===== config.mk =====
export PLATFORM = sky130hd
export DESIGN_NAME = candle_sequencer
export DESIGN_NICKNAME = d
export VERILOG_FILES = /design/src/rtl/candle_pkg.sv /design/src/rtl/candle_sequencer_sat_ramp.sv /design/src/rtl/candle_sequencer.sv
export SDC_FILE = /design/constraint.sdc
export NUM_CORES = 1
export LEC_CHECK = 0
export ABC_AREA = 1
export BUFFER_PORTS_ARGS = -buffer_cell sky130_fd_sc_hd__buf_2
export CAP_MARGIN = 40
export CORE_ASPECT_RATIO = 1.75
export CORE_UTILIZATION = 35
export DETAILED_ROUTE_END_ITERATION = 16
export HOLD_SLACK_MARGIN = 0.05
export PLACE_DENSITY_LB_ADDON = 0.08
export SLEW_MARGIN = 20
export SYNTH_ARGS = -nofsm -noshare
export SYNTH_HDL_FRONTEND = slang
export SYNTH_SLANG_ARGS = --single-unit

===== constraint.sdc =====
create_clock -name clk -period 6.46 [get_ports clk]
set_clock_uncertainty 0.15 [all_clocks]
set_input_delay 0.646 -clock clk [delete_from_list [all_inputs] [get_ports clk]]
set_output_delay 0.646 -clock clk [all_outputs]
set_load 0.005 [all_outputs]

===== src/rtl/candle_pkg.sv =====
// Shared types and widths for the candle lifecycle controller.
package candle_pkg;

  localparam int unsigned BRIGHT_W = 8;
  localparam int unsigned LFSR_W   = 4;

  typedef enum logic [2:0] {
    OFF    = 3'd0,
    IGNITE = 3'd1,
    BURN   = 3'd2,
    GUST   = 3'd3,
    GUTTER = 3'd4
  } state_t;

  function automatic logic [BRIGHT_W-1:0] min_bright(
    input logic [BRIGHT_W-1:0] a,
    input logic [BRIGHT_W-1:0] b
  );
    return (a < b) ? a : b;
  endfunction

endpackage


===== src/rtl/candle_sequencer_sat_ramp.sv =====
// Saturating ramp step: adds or subtracts a step, clamping at full scale or zero.
module sat_ramp
  import candle_pkg::*;
(
  input  logic [BRIGHT_W-1:0] value,
  input  logic [BRIGHT_W-1:0] step,
  input  logic                up,
  output logic [BRIGHT_W-1:0] result
);

  logic [BRIGHT_W:0] sum;

  always_comb begin
    sum = {1'b0, value} + {1'b0, step};
    if (up) begin
      result = sum[BRIGHT_W] ? '1 : sum[BRIGHT_W-1:0];
    end else begin
      result = (value > step) ? (value - step) : '0;
    end
  end

endmodule


===== src/rtl/candle_sequencer.sv =====
// Candle lifecycle FSM: off, ignite fade-in, burn pass-through, gust dim, gutter fade-out.
module candle_sequencer
  import candle_pkg::*;
#(
  parameter int unsigned       RAMP_STEP  = 4,
  parameter logic [LFSR_W-1:0] GUST_CODE  = 4'hF,
  parameter int unsigned       GUST_TICKS = 8,
  parameter int unsigned       GUST_SHIFT = 1
) (
  input  logic                clk,
  input  logic                reset,
  input  logic                tick,
  input  logic                light_req,
  input  logic [LFSR_W-1:0]   lfsr,
  input  logic [BRIGHT_W-1:0] flkr_in,
  output logic [BRIGHT_W-1:0] brightness,
  output logic [2:0]          state,
  output logic                busy
);

  localparam logic [BRIGHT_W-1:0] STEP     = RAMP_STEP[BRIGHT_W-1:0];
  localparam logic [BRIGHT_W-1:0] GUST_LEN = GUST_TICKS[BRIGHT_W-1:0];

  state_t              state_q, state_d;
  logic [BRIGHT_W-1:0] level_q, level_d;
  logic [BRIGHT_W-1:0] gust_cnt_q, gust_cnt_d;
  logic [BRIGHT_W-1:0] bright_d;
  logic [BRIGHT_W-1:0] ramp_out;
  logic [BRIGHT_W-1:0] gust_dim;

  sat_ramp u_ramp (
    .value  (level_q),
    .step   (STEP),
    .up     (state_q == IGNITE),
    .result (ramp_out)
  );

  assign gust_dim = flkr_in >> GUST_SHIFT;
  assign state    = state_q;

  always_ff @(posedge clk) begin
    if (reset) begin
      state_q    <= OFF;
      level_q    <= '0;
      gust_cnt_q <= '0;
      brightness <= '0;
    end else begin
      state_q    <= state_d;
      level_q    <= level_d;
      gust_cnt_q <= gust_cnt_d;
      brightness <= bright_d;
    end
  end

  // light_req edges are tested before tick so they always win a same-cycle tie.
  always_comb begin
    state_d    = state_q;
    level_d    = level_q;
    gust_cnt_d = gust_cnt_q;
    case (state_q)
      OFF: begin
        level_d    = '0;
        gust_cnt_d = '0;
        if (light_req) state_d = IGNITE;
      end
      IGNITE: begin
        if (!light_req) begin
          state_d = GUTTER;
        end else if (tick) begin
          level_d = ramp_out;
          if (ramp_out >= flkr_in) state_d = BURN;
        end
      end
      BURN: begin
        level_d = '1;
        if (!light_req) begin
          state_d = GUTTER;
          level_d = flkr_in;
        end else if (tick && (lfsr == GUST_CODE)) begin
          state_d    = GUST;
          gust_cnt_d = GUST_LEN;
        end
      end
      GUST: begin
        if (!light_req) begin
          state_d    = GUTTER;
          level_d    = gust_dim;
          gust_cnt_d = '0;
        end else if (tick) begin
          gust_cnt_d = gust_cnt_q - 8'd1;
          if (gust_cnt_q == 8'd1) state_d = BURN;
        end
      end
      GUTTER: begin
        if (light_req) begin
          state_d = IGNITE;
        end else if (tick) begin
          level_d = ramp_out;
          if (ramp_out == '0) state_d = OFF;
        end
      end
      default: begin
        state_d    = OFF;
        level_d    = '0;
        gust_cnt_d = '0;
      end
    endcase
  end

  always_comb begin
    bright_d = '0;
    busy     = 1'b0;
    case (state_q)
      IGNITE: begin
        bright_d = min_bright(level_q, flkr_in);
        busy     = 1'b1;
      end
      GUTTER: begin
        bright_d = min_bright(level_q, flkr_in);
        busy     = 1'b1;
      end
      BURN:    bright_d = flkr_in;
      GUST:    bright_d = gust_dim;
      default: bright_d = '0;
    endcase
  end

endmodule


## Word level (Yosys, flattened, before mapping)

Cells that the tools add are included.

| operators by class | value |
|---|---|
| $add $sub $neg | 3 |
| magnitude comparators | 3 |
| equality and inequality tests | 19 |
| mux-type cells | 30 |
| bitwise gates (word level) | 1 |
| reductions and logical operators | 7 |

Operators by type and width:

| operator | count |
|---|---|
| 2-to-1 mux 8 bit | 13 |
| case mux 8 bit (3 select lines) | 2 |
| 2-to-1 mux 3 bit | 12 |
| case mux 8 bit (4 select lines) | 1 |
| inequality test 3 bit, second input constant | 7 |
| case mux 3 bit (5 select lines) | 1 |
| inequality test 2 bit, second input constant | 6 |
| adder 8 x 3 -> 9 bit, second input constant | 1 |
| equality test 8 x 1 -> 1 bit, second input constant | 1 |
| greater-or-equal comparator 8 bit | 1 |
| greater-than comparator 8 x 3 -> 1 bit, second input constant | 1 |
| logical NOT 8 bit | 1 |
| less-than comparator 8 bit | 1 |
| AND reduction 8 bit | 1 |
| subtractor 8 x 1 -> 8 bit, second input constant | 1 |
| subtractor 8 x 3 -> 8 bit, second input constant | 1 |
| equality test 3 x 2 -> 1 bit, second input constant | 2 |
| equality test 4 bit, second input constant | 1 |
| AND reduction 4 bit | 1 |
| equality test 3 x 1 -> 1 bit, second input constant | 1 |
| equality test 3 bit, second input constant | 1 |
| logical NOT 3 bit | 1 |
| AND reduction 3 bit | 1 |
| OR reduction 2 bit | 1 |
| other kinds (3) | 3 |

| word-level totals | value |
|---|---|
| flip-flop bits (word level) | 27 |
| input bits | 16 |
| output and inout bits | 12 |
| logic and storage cells | 67 |

## Longest topological paths before layout

| logic depth | value |
|---|---|
| word-level depth | 8 |
| mapped depth | 19 |
| mapped depth without buffers | 19 |

## Hierarchy

A second synthesis with hierarchy kept.

| unflattened totals | value |
|---|---|
| cell total of the unflattened synthesis | 479 |
| area, all modules | 2949.1 µm² |

Modules (own cells, without submodules):

| module | times used | cells an instance | area an instance (µm²) | seq. area each (µm²) |
|---|---|---|---|---|
| candle_sequencer | 1 | 304 | 2008.2 | 540.5 |
| sat_ramp | 1 | 175 | 940.9 | 0.0 |

## Least setup slack after synthesis

No wires, ideal clock.

| timing path | value |
|---|---|
| path kind | register to register |
| start | register level_q[2] |
| end | register state_q[2], in the netlist state[2] |
| library setup time | 0.109 ns |
| arrival | 2.195 ns |
| data required time | 6.201 ns |
| path slack | 4.006 ns |
| cell stages (with the launch flop) | 18 |
| buffers on the path | 0 |
| period minus slack after synthesis | 2.454 ns |
| path through | dfxtp_1 > inv_1 > ha_1 > inv_1 > nand2_1 > nand3_2 > nand2_1 > nor2_2 > ha_1 > a21oi_1 > o21a_1 > nand4_1 > nor2_1 > nor2_2 > nor2_1 > nor2_1 > nand2_1 > inv_1 |

| on the way | value |
|---|---|
| cells in the longest elaborated chain, start to end | 6 |
| elaborated cells on any way between the ends | 11 |
| classes of those cells | add/sub (2); order compare (2); eq/ne (2); mux (3); reduce/logical (2) |

Ends and longest elaborated chain:

| element | line | text |
|---|---|---|
| from (decl) | candle_sequencer.sv:25 | `logic [BRIGHT_W-1:0] level_q, level_d;` |
| from (signal assigned) | candle_sequencer.sv:49 | `level_q <= level_d;` |
| adder 8 x 3 -> 9 bit (tied with other cells) | candle_sequencer_sat_ramp.sv:14 | `sum = {1'b0, value} + {1'b0, step};` |
| 2-to-1 mux 8 bit, on equally long branches | candle_sequencer_sat_ramp.sv:16, candle_sequencer_sat_ramp.sv:18 |  |
| 2-to-1 mux 8 bit * | candle_sequencer_sat_ramp.sv:15 | `if (up) begin` |
| greater-or-equal comparator 8 bit or logical NOT 8 bit (tied branches) | candle_sequencer.sv:71, candle_sequencer.sv:99 |  |
| inequality test 3 bit (no source line) | n/a |  |
| AND reduction 8 bit (no source line) * | n/a |  |
| to (signal assigned) | candle_sequencer.sv:48 | `state_q <= state_d;` |
| to (decl) | candle_sequencer.sv:24 | `state_t state_q, state_d;` |

Every way passes the cells marked *; elsewhere a longest branch is shown, timed or not.
A chain may end at the register's enable or synchronous reset.

## Worst setup path in the final report

| timing path | value |
|---|---|
| start | register level_q[2] |
| end | register state_q[0], in the netlist state[0] |

The elaborated chain is that of the path after synthesis.

==> impl_metrics.env <==
export IMPL_cp_buffers_inverters=2
export IMPL_period_share_pct=46.18
export IMPL_wl_per_cell_um=15.84
export IMPL_dp_hpwl_mm=5.926
export IMPL_track_usage_pct=22.85
export IMPL_clkPwrFrac_pct=7.3
export IMPL_multi_input_area_um2=1474
export IMPL_ys_warnings_count=0
export IMPL_grt_use_met1_pct=21.18
export IMPL_max_clock_freq_ghz=0.3352
export IMPL_yosys_most_used_dff="dfxtp_1"
export IMPL_path_clk_slew_ps=120
export IMPL_synthArstFlopShare_pct=0
export IMPL_cts_setup_buffers=0
export IMPL_place_area_um2=2450
export IMPL_cts_resized=0
export IMPL_grt_pass1_wl_mm=11.87
export IMPL_min_from="gust_cnt_q[2]"
export IMPL_fp_dieArea_um2=6772
export IMPL_setup_viol_count_final=0
export IMPL_numCtsBuffers=3
export IMPL_cts_tree="built"
export IMPL_synthDistinctLibCells=31
export IMPL_grt_ovfl_total=0
export IMPL_stdcell_area_um2=2499
export IMPL_syn2layout_area_growth_pct=10.94
export IMPL_p_leak_uw=0.001296
export IMPL_hold_path_class="flip-flop to flip-flop"
export IMPL_root_buffer="clkbuf_8"
export IMPL_grt_use_met3_pct=1.793
export IMPL_ios=28
export IMPL_regArea_um2=540.5
export IMPL_swShare_pct=56.25
export IMPL_final_cell_mix="78 x nand2_1, 46 x inv_1, 42 x nand3_1, 36 x a21oi_1, 34 x nor2_1"
export IMPL_gp_congestion=0.9808
export IMPL_power_uw=1500
export IMPL_p_int_uw=656.3
export IMPL_cap_viol_max_count=0
export IMPL_critPathSlowestCell="dfxtp_1"
export IMPL_clockBufferDepth=2
export IMPL_ant_nets=0
export IMPL_crit_arrival_ps=3040
export IMPL_period_minus_slack_ps=2983
export IMPL_instances_no_fill=462
export IMPL_clock_latency_ps=300
export IMPL_fin_nets=419
export IMPL_seq_power_share_pct=20.5
export IMPL_crit_top_cell="nand2_1"
export IMPL_via_per_inst=5.242
export IMPL_fillers=715
export IMPL_seq_area_frac_synth_pct=24.00
export IMPL_die_w_um=62.64
export IMPL_slew_viol_final=0
export IMPL_synth_edf_count=0
export IMPL_relSlewSlack_pct=57.79
export IMPL_core_area_um2=6228
export IMPL_crit_start="level_q[2]"
export IMPL_antenna_cells=0
export IMPL_clkSinkCount=27
export IMPL_slowest_delay_ps=560
export IMPL_crit_required_ps=6520
export IMPL_grt_max_degree=20
export IMPL_power_switching_uw=843.9
export IMPL_die_h_um=108.1
export IMPL_drive_gt1_share_pct=14.66
export IMPL_cts_max_level=1
export IMPL_critPathLaunchType="flip-flop"
export IMPL_rr_startpoint="level_q[2]"
export IMPL_drc=0
export IMPL_synthesis_area_per_instance_um2=6.309
export IMPL_synth_fp_nets=393
export IMPL_port_buffer_count=27
export IMPL_num_rows=38
export IMPL_cts_hold_buf=0
export IMPL_place_inst=458
export IMPL_crit_path_end_kind="flip-flop"
export IMPL_worstMarginPinSlew_ps=626.6
export IMPL_critical_path_top_delay_family="simple AND/OR/NAND/NOR gates"
export IMPL_groute_layer_met2_usage_pct=47.44
export IMPL_rsz0062_at_grt="no"
export IMPL_wl_mm=7.316
export IMPL_grt_antenna_before_repair=0
export IMPL_fin_setup_tns_ps=0
export IMPL_synth_area_um2=2252
export IMPL_via_count=2422
export IMPL_yosys_register_bits=27
export IMPL_power_density_nw_per_um2=600.4
export IMPL_grt_busiest_layer="met2"
export IMPL_layout_commonest_cell="nand2_1"
export IMPL_crit_type="flip-flop to flip-flop"
export IMPL_drt_iter0_markers=126
export IMPL_peakVddDrop_uv=223.7
export IMPL_status="finished, final reports clean"
export IMPL_cp_cell_sequence="inv_1 > ha_1 > inv_1 > nand2_1 > nand3_2 > nand2_1 > nor2_2 > ha_1 > nand2_1 > nor2_1 > nand4_1 > nand4_1 > nor2_1 > nor2_2 > nand3_1 > nand2_1 > nor2_1"
export IMPL_path_max_fanout=9
export IMPL_drtPass1Iterations=4
export IMPL_initial_core_util_pct=36.16
export IMPL_grt_pass1_vias=2448
export IMPL_combPwrFrac_pct=72.2
export IMPL_hold_viol=0
export IMPL_synth_cells=357
cells by family after synthesis:
| group | after synthesis | synth area share [%] |
|---|---|---|
| DFF | 27 | 24.00 |
| xor gates and xnor gates | 5 | 1.945 |
| and+or+nand+nor | 181 | 36.83 |
| AOI/OAI and AO/OA | 65 | 15.56 |
| adders and majority gates | 20 | 11.11 |
| buffers and inverters | 59 | 10.56 |
cell type report:
class                           instances  share of cell area, %
Clock buffer                            3                  1.652
Clock inverter                          1                 0.3005
Inverter                               53                  8.012
Multi-Input combinational cell        271                  58.99
Sequential cell                        27                  21.63
Tap cell                               80                  4.006
Timing Repair Buffer                   27                  5.408
per-layer routing:
metal	up-vias	wire length, um	share of wire (%)
met2	53	4128	56
met4	0	348	4.8
met3	22	192	2.6
met5	-	0	0
li1	1225	-	-
met1	1122	2647	36
state kept, by name, summed over array words and instances (netlist names):
signal / cells
state: 3
brightness: 8
level_q: 8
gust_cnt_q: 8
final timing paths:
check / endpoint / slack [ps] / cells past startpoint
worst max-delay path: state[0] / 3480 / 17
worst min-delay path: gust_cnt_q[2] / 330 / 2
worst max register to register: state[0] / 3480 / 17
worst min register to register: gust_cnt_q[2] / 330 / 2
per-stage QoR:
| step | setup WS, ps | hold slack, ps | utilization, % |
|---|---|---|---|
| 6_report | 3477 | 332.5 | 40.12 |
| 5_1_grt | 3216 | 364.2 | 40.12 |
| 4_1_cts | 3476 | 331.7 | 40.12 |
| 3_5_place_dp | 3501 | 314.5 | 39.33 |
| 3_3_place_gp | 3553 | 311.0 | 39.33 |
| 2_1_floorplan | 4006 | 300.5 | - |
power groups by stage:
stage               clock, uW  combinational [uW]  sequential, uW
floorplan                   0                 832             283
global placement            0                1080             309
detailed placement          0                1080             309
CTS                       114                1090             306
global route              119                1230             316
finish                    110                1080             308
synth_stat cells (3+ instances only):
| master | instances | area share, % |
|---|---|---|
| nand2_1 | 78 | 13 |
| inv_1 | 46 | 7.7 |
| nand3_1 | 42 | 9.3 |
| a21oi_1 | 36 | 8.0 |
| nor2_1 | 34 | 5.7 |
| dfxtp_1 | 27 | 24 |
| ha_1 | 20 | 11 |
| o21ai_0 | 19 | 4.2 |
| nand4_1 | 8 | 2.2 |
| inv_2 | 6 | 1.0 |
| nor2_2 | 5 | 1.4 |
| o211ai_1 | 5 | 1.7 |
| nand2_2 | 4 | 1.1 |
| xnor2_1 | 3 | 1.2 |
tightest hold or removal path, stage by stage, from the launching register on:
cell and delay, ps:
dfxtp_1 320, o21ai_0 60, a21oi_1 60
(Power assumes the default switching activity.)
